===== src/rtl/hilo_muldiv_unit.sv =====
`default_nettype none
// ============================================================================
// Module   : hilo_muldiv_unit
// Brief    : Iterative HI/LO multiply/divide unit (radix-2 shift-add multiply,
//            restoring divide) with mthi/mtlo access and flush support.
// Revision : 1.0
// ============================================================================
module hilo_muldiv_unit #(
    parameter int WIDTH = 32,
    parameter int CNT_W = 6
) (
    input  logic             clk,
    input  logic             rst,
    input  logic             start,
    input  logic             op_div,
    input  logic             op_signed,
    input  logic [WIDTH-1:0] src_a,
    input  logic [WIDTH-1:0] src_b,
    input  logic             mthi,
    input  logic             mtlo,
    input  logic [WIDTH-1:0] wr_data,
    input  logic             flush,
    output logic             busy,
    output logic             done,
    output logic             div_by_zero,
    output logic [WIDTH-1:0] hi,
    output logic [WIDTH-1:0] lo
);

    typedef enum logic [1:0] {
        ST_IDLE = 2'd0,
        ST_CALC = 2'd1,
        ST_FIX  = 2'd2
    } state_t;

    localparam logic [CNT_W-1:0] c_last_step = CNT_W'(WIDTH - 1);

    state_t                 r_state;
    logic [CNT_W-1:0]       r_cnt;
    logic [WIDTH-1:0]       r_opnd;     // multiplicand (mul) or divisor (div)
    logic [2*WIDTH-1:0]     r_acc;      // {partial hi, shifting lo} / {remainder, quotient}
    logic                   r_div;
    logic                   r_neg_lo;   // product or quotient must be negated
    logic                   r_neg_hi;   // remainder must be negated
    logic                   r_zero;
    logic                   r_done;
    logic                   r_dz;
    logic [WIDTH-1:0]       r_hi;
    logic [WIDTH-1:0]       r_lo;

    logic [WIDTH-1:0]       w_abs_a;
    logic [WIDTH-1:0]       w_abs_b;
    logic [WIDTH:0]         w_mul_sum;
    logic [2*WIDTH-1:0]     w_mul_next;
    logic [WIDTH:0]         w_rem_sh;
    logic [WIDTH:0]         w_diff;
    logic [2*WIDTH-1:0]     w_div_next;
    logic [WIDTH-1:0]       w_rem;
    logic [WIDTH-1:0]       w_quo;
    logic [2*WIDTH-1:0]     w_prod_neg;
    logic [WIDTH-1:0]       w_fix_hi;
    logic [WIDTH-1:0]       w_fix_lo;

    assign w_abs_a = (op_signed && src_a[WIDTH-1]) ? -src_a : src_a;
    assign w_abs_b = (op_signed && src_b[WIDTH-1]) ? -src_b : src_b;

    // Shift-add: conditionally add the multiplicand into the upper half, then shift right.
    assign w_mul_sum  = {1'b0, r_acc[2*WIDTH-1:WIDTH]} + (r_acc[0] ? {1'b0, r_opnd} : '0);
    assign w_mul_next = {w_mul_sum, r_acc[WIDTH-1:1]};

    // Restoring step: shift in the next dividend bit, keep the difference if non-negative.
    assign w_rem_sh   = {r_acc[2*WIDTH-1:WIDTH], r_acc[WIDTH-1]};
    assign w_diff     = w_rem_sh - {1'b0, r_opnd};
    assign w_div_next = w_diff[WIDTH]
                        ? {w_rem_sh[WIDTH-1:0], r_acc[WIDTH-2:0], 1'b0}
                        : {w_diff[WIDTH-1:0],   r_acc[WIDTH-2:0], 1'b1};

    assign w_rem      = r_acc[2*WIDTH-1:WIDTH];
    assign w_quo      = r_acc[WIDTH-1:0];
    assign w_prod_neg = -r_acc;

    always_comb begin
        w_fix_hi = w_rem;
        w_fix_lo = w_quo;
        if (r_div) begin
            if (r_neg_hi) w_fix_hi = -w_rem;
            if (r_neg_lo) w_fix_lo = -w_quo;
        end else if (r_neg_lo) begin
            w_fix_hi = w_prod_neg[2*WIDTH-1:WIDTH];
            w_fix_lo = w_prod_neg[WIDTH-1:0];
        end
    end

    always_ff @(posedge clk) begin
        if (rst) begin
            r_state  <= ST_IDLE;
            r_cnt    <= '0;
            r_opnd   <= '0;
            r_acc    <= '0;
            r_div    <= 1'b0;
            r_neg_lo <= 1'b0;
            r_neg_hi <= 1'b0;
            r_zero   <= 1'b0;
            r_done   <= 1'b0;
            r_dz     <= 1'b0;
            r_hi     <= '0;
            r_lo     <= '0;
        end else begin
            r_done <= 1'b0;
            r_dz   <= 1'b0;
            if (flush) begin
                r_state <= ST_IDLE;
            end else begin
                case (r_state)
                    ST_IDLE: begin
                        if (mthi) r_hi <= wr_data;
                        if (mtlo) r_lo <= wr_data;
                        if (start) begin
                            r_div    <= op_div;
                            r_neg_lo <= op_signed & (src_a[WIDTH-1] ^ src_b[WIDTH-1]);
                            r_neg_hi <= op_signed & src_a[WIDTH-1];
                            r_cnt    <= '0;
                            if (op_div && (src_b == '0)) begin
                                r_zero  <= 1'b1;
                                r_state <= ST_FIX;
                            end else begin
                                r_zero  <= 1'b0;
                                r_opnd  <= op_div ? w_abs_b : w_abs_a;
                                r_acc   <= {{WIDTH{1'b0}}, (op_div ? w_abs_a : w_abs_b)};
                                r_state <= ST_CALC;
                            end
                        end
                    end
                    ST_CALC: begin
                        r_acc <= r_div ? w_div_next : w_mul_next;
                        r_cnt <= r_cnt + CNT_W'(1);
                        if (r_cnt == c_last_step) r_state <= ST_FIX;
                    end
                    ST_FIX: begin
                        if (!r_zero) begin
                            r_hi <= w_fix_hi;
                            r_lo <= w_fix_lo;
                        end
                        r_done  <= 1'b1;
                        r_dz    <= r_zero;
                        r_state <= ST_IDLE;
                    end
                    default: r_state <= ST_IDLE;
                endcase
            end
        end
    end

    assign busy        = (r_state != ST_IDLE);
    assign done        = r_done;
    assign div_by_zero = r_dz;
    assign hi          = r_hi;
    assign lo          = r_lo;

endmodule
`default_nettype wire


===== config.mk =====
export PLATFORM = sky130hd
export DESIGN_NAME = hilo_muldiv_unit
export DESIGN_NICKNAME = d
export VERILOG_FILES = /design/src/rtl/hilo_muldiv_unit.sv
export SDC_FILE = /design/constraint.sdc
export NUM_CORES = 1
export LEC_CHECK = 0
export CORE_MARGIN = 3
export CORE_UTILIZATION = 33
export CTS_BUF_LIST = sky130_fd_sc_hd__clkbuf_4
export DETAILED_ROUTE_END_ITERATION = 8
export GPL_TIMING_DRIVEN = 0
export SLEW_MARGIN = 0
export SYNTH_ARGS = -nofsm -noshare
export SYNTH_HDL_FRONTEND = slang
export SYNTH_SLANG_ARGS = --single-unit

===== constraint.sdc =====
create_clock -name clk -period 9.05 [get_ports clk]
set_clock_uncertainty 0.2 [all_clocks]
set_input_delay 0.905 -clock clk [delete_from_list [all_inputs] [get_ports clk]]
set_output_delay 0.905 -clock clk [all_outputs]
set_load 0.03 [all_outputs]

==> impl_metrics.toml <==
[power]
irDropWorstVdd_uv = 97.5
comb_power_share_pct = 33.6
seqPwrFrac_pct = 42.7
p_sw_share_pct = 40.5
p_int_mw = 1.17
p_clk_share_pct = 23.7
pwr_density_cell_nw_per_um2 = 114
net-switching-power_mw = 0.798
p_leak_nw = 6.57

[sta]
drv_slew = 0
hold_viol = 0
rsz0062_at_grt = "no"
setup_ws_ps = 3780
setup_viol = 0
tns_ps = 0
period_needed_ps = 5270
max_freq_ghz = 0.190
post-route-period-util_pct = 58.3
holdWs_ps = 266
worst_slew_pin_slew_ps = 994
slew_headroom_pct = 33.1

[placement]
gp_congestion = 0.973
place_hpwl_um = 50200
portBuffers = 167
dpl_worst_slack_ps = 3150

[setup_path]
crit_arrival_ps = 5650
endpoint_kind = "register"
worstPathRequired_ps = 9430
cp_max_fo = 10
cp-start-kind = "primary input"
crit_type = "in2reg"

[synthesis]
synth_top_area_cell = "dfxtp_1"
synth_top_cells_by_count = "267 x nor2_1, 215 x nand2_1, 208 x a21oi_1"
yosysUniqueCellTypes = 79
async_reset_ff_share_pct = 0
syn_inst = 2013
yosys-top-cells-area = "dfxtp_1 24%, a21oi_1 7.2%, nor2_1 6.9%"
synth_top_area_share_pct = 23.9
synth_area_sq_um = 14600
ys_seq_elements = 174
synth_ff_type = "dfxtp_1"
yosysSeqAreaShare_pct = 23.9
syn_nets = 2188
synth.most_common_cell = "nor2_1"
syn_avg_cell_area_sq_um = 7.23
yosysWarnings = 0
synth_edf_count = 0

[clocking]
cts_made_buffers = 17
cts_tree = "built"
post-cts-setup-buffers = 0
clock_sinks = 174
root_buffer = "clkbuf_4"
cts_hold_buf = 0
htree_levels = 4
cts_max_path_buffers = 2
clkLatencyLatePin_ps = 670
cts.repair.resized = 0
clk_pin_slew_ps = 160

[detailed_routing]
drt_iter0_drc = 1757
dr_total_vias = 16100
drc = 0
drt-pass1-iter-count = 6
avgRoutedWirePerCell_um = 22.1
ant_nets = 0
routed_wirelength_um = 61700
vias_per_cell = 5.76

[cells_and_area]
fin_util_pct = 39.7
nets = 2374
syn2layout_area_growth_pct = 18.4
nFillCells = 4702
drive_gt1_share_pct = 3.39

[status]
outcome = "completed"

[floorplanning]
start_util_pct = 33.6
coreArea_sq_um = 43400
num_rows = 76
dieArea_sq_um = 46700
die-width_um = 216
num_io_pins = 171
die_h_um = 216

[grt]
grt_start_max_net_pins = 19
grt_pass1_vias = 15300
antenna_found_initial = 1
grt_pass1_wl_um = 92500
overflow = 0
grtUsageTotal_pct = 25.6

[run]
cap_violations = 0

[min_path]
hold_class = "reg2reg"
## layout by cell type (no fill, tap or decap), types with 15 or more instances in the layout
cell type / synthesis / final
nor2_1: 267 / 267
nand2_1: 215 / 215
a21oi_1: 208 / 208
dfxtp_1: 174 / 174
clkdlybuf4s50_1: 0 / 167
o21ai_0: 149 / 149
clkbuf_1: 108 / 108
xnor2_1: 98 / 98
xor2_1: 82 / 82
ha_1: 69 / 69
inv_1: 61 / 61
mux2i_1: 54 / 54
a211oi_1: 49 / 49
nor3_1: 43 / 43
a21o_1: 40 / 40
o211ai_1: 34 / 34
nor4_1: 24 / 24
o31ai_1: 24 / 24
or4_1: 20 / 20
nor2b_1: 20 / 20
a31oi_1: 19 / 19
nand2b_1: 18 / 18
clkbuf_4: 0 / 17
or3_1: 15 / 15
a311oi_1: 15 / 15
nand3_1: 15 / 15
## area by class of cell
type                       instances  area [sq um]  area share [%]
antenna                            2          5.00          0.0290
buffer                           125           567            3.29
clock buffer                      17           128           0.741
clock inverter                    15           140           0.813
inverter                          61           229            1.33
multi-input combinational       1653         10300            59.6
sequential                       174          3480            20.2
tap                              585           732            4.25
timing repair buffer             167          1670            9.70
## cells by family after synthesis
family	Yosys count	synth area share, %
buffers and inverters	186	5.47
AND/OR/NAND/NOR	703	22.1
multiplexers	61	4.25
adder cells (fa/ha/maj)	71	6.21
flip-flops	174	23.9
AO/OA/AOI/OAI	638	27.2
XOR/XNOR	180	10.8
## worst max-delay path, cell delays in order
cell	delay (ps)
clkdlybuf4s50_1	490
or4_1	630
nor4_2	620
nand2_1	270
nor4b_2	860
a21oi_1	520
nor2_2	580
clkbuf_1	550
nand2_1	110
o221ai_1	90
## power by group through the flow
stage,Sequential (mW),Combinational [mW],Clock [mW]
finish,0.841,0.662,0.467
floorplan,0.875,0.364,0
global placement,0.856,0.646,0
detailed placement,0.857,0.647,0
global route,0.846,0.708,0.494
CTS,0.840,0.649,0.469
## final timing paths
path / startpoint / endpoint / slack [ps] / cells past startpoint
worst max-delay path: src_b[8] / r_acc[57]$_SDFFE_PP0P_ / 3780 / 10
worst min-delay path: r_opnd[25]$_SDFFE_PP0P_ / r_opnd[25]$_SDFFE_PP0P_ / 270 / 2
worst max register to register: r_acc[0]$_SDFFE_PP0P_ / r_acc[61]$_SDFFE_PP0P_ / 4180 / 13
worst min register to register: r_opnd[25]$_SDFFE_PP0P_ / r_opnd[25]$_SDFFE_PP0P_ / 270 / 2
## through the flow
stage,area [sq um],instances,power (mW)
floorplan,14600,2013,1.24
CTS,17200,2797,1.96
finish,17200,2799,1.97
global placement,17000,2765,1.50
global route,17200,2798,2.05
detailed placement,17000,2765,1.50
## flip-flops by register name (all words and copies together), names as in the netlist
register and flops:
div_by_zero 1, done 1, hi 32, lo 32, r_acc 64, r_cnt 6, r_div 1, r_neg_hi 1
r_neg_lo 1, r_opnd 32, r_state 2, r_zero 1
## metal layers
metal / up-vias / wire (um) / global-route usage (%)
li1: 7611 / - / -
met2: 694 / 27200 / 40.1
met5: - / 0 / 0
met4: 0 / 2220 / 8.75
met1: 7718 / 27800 / 36.1
met3: 107 / 4530 / 3.77
(Power assumes the default switching activity.)
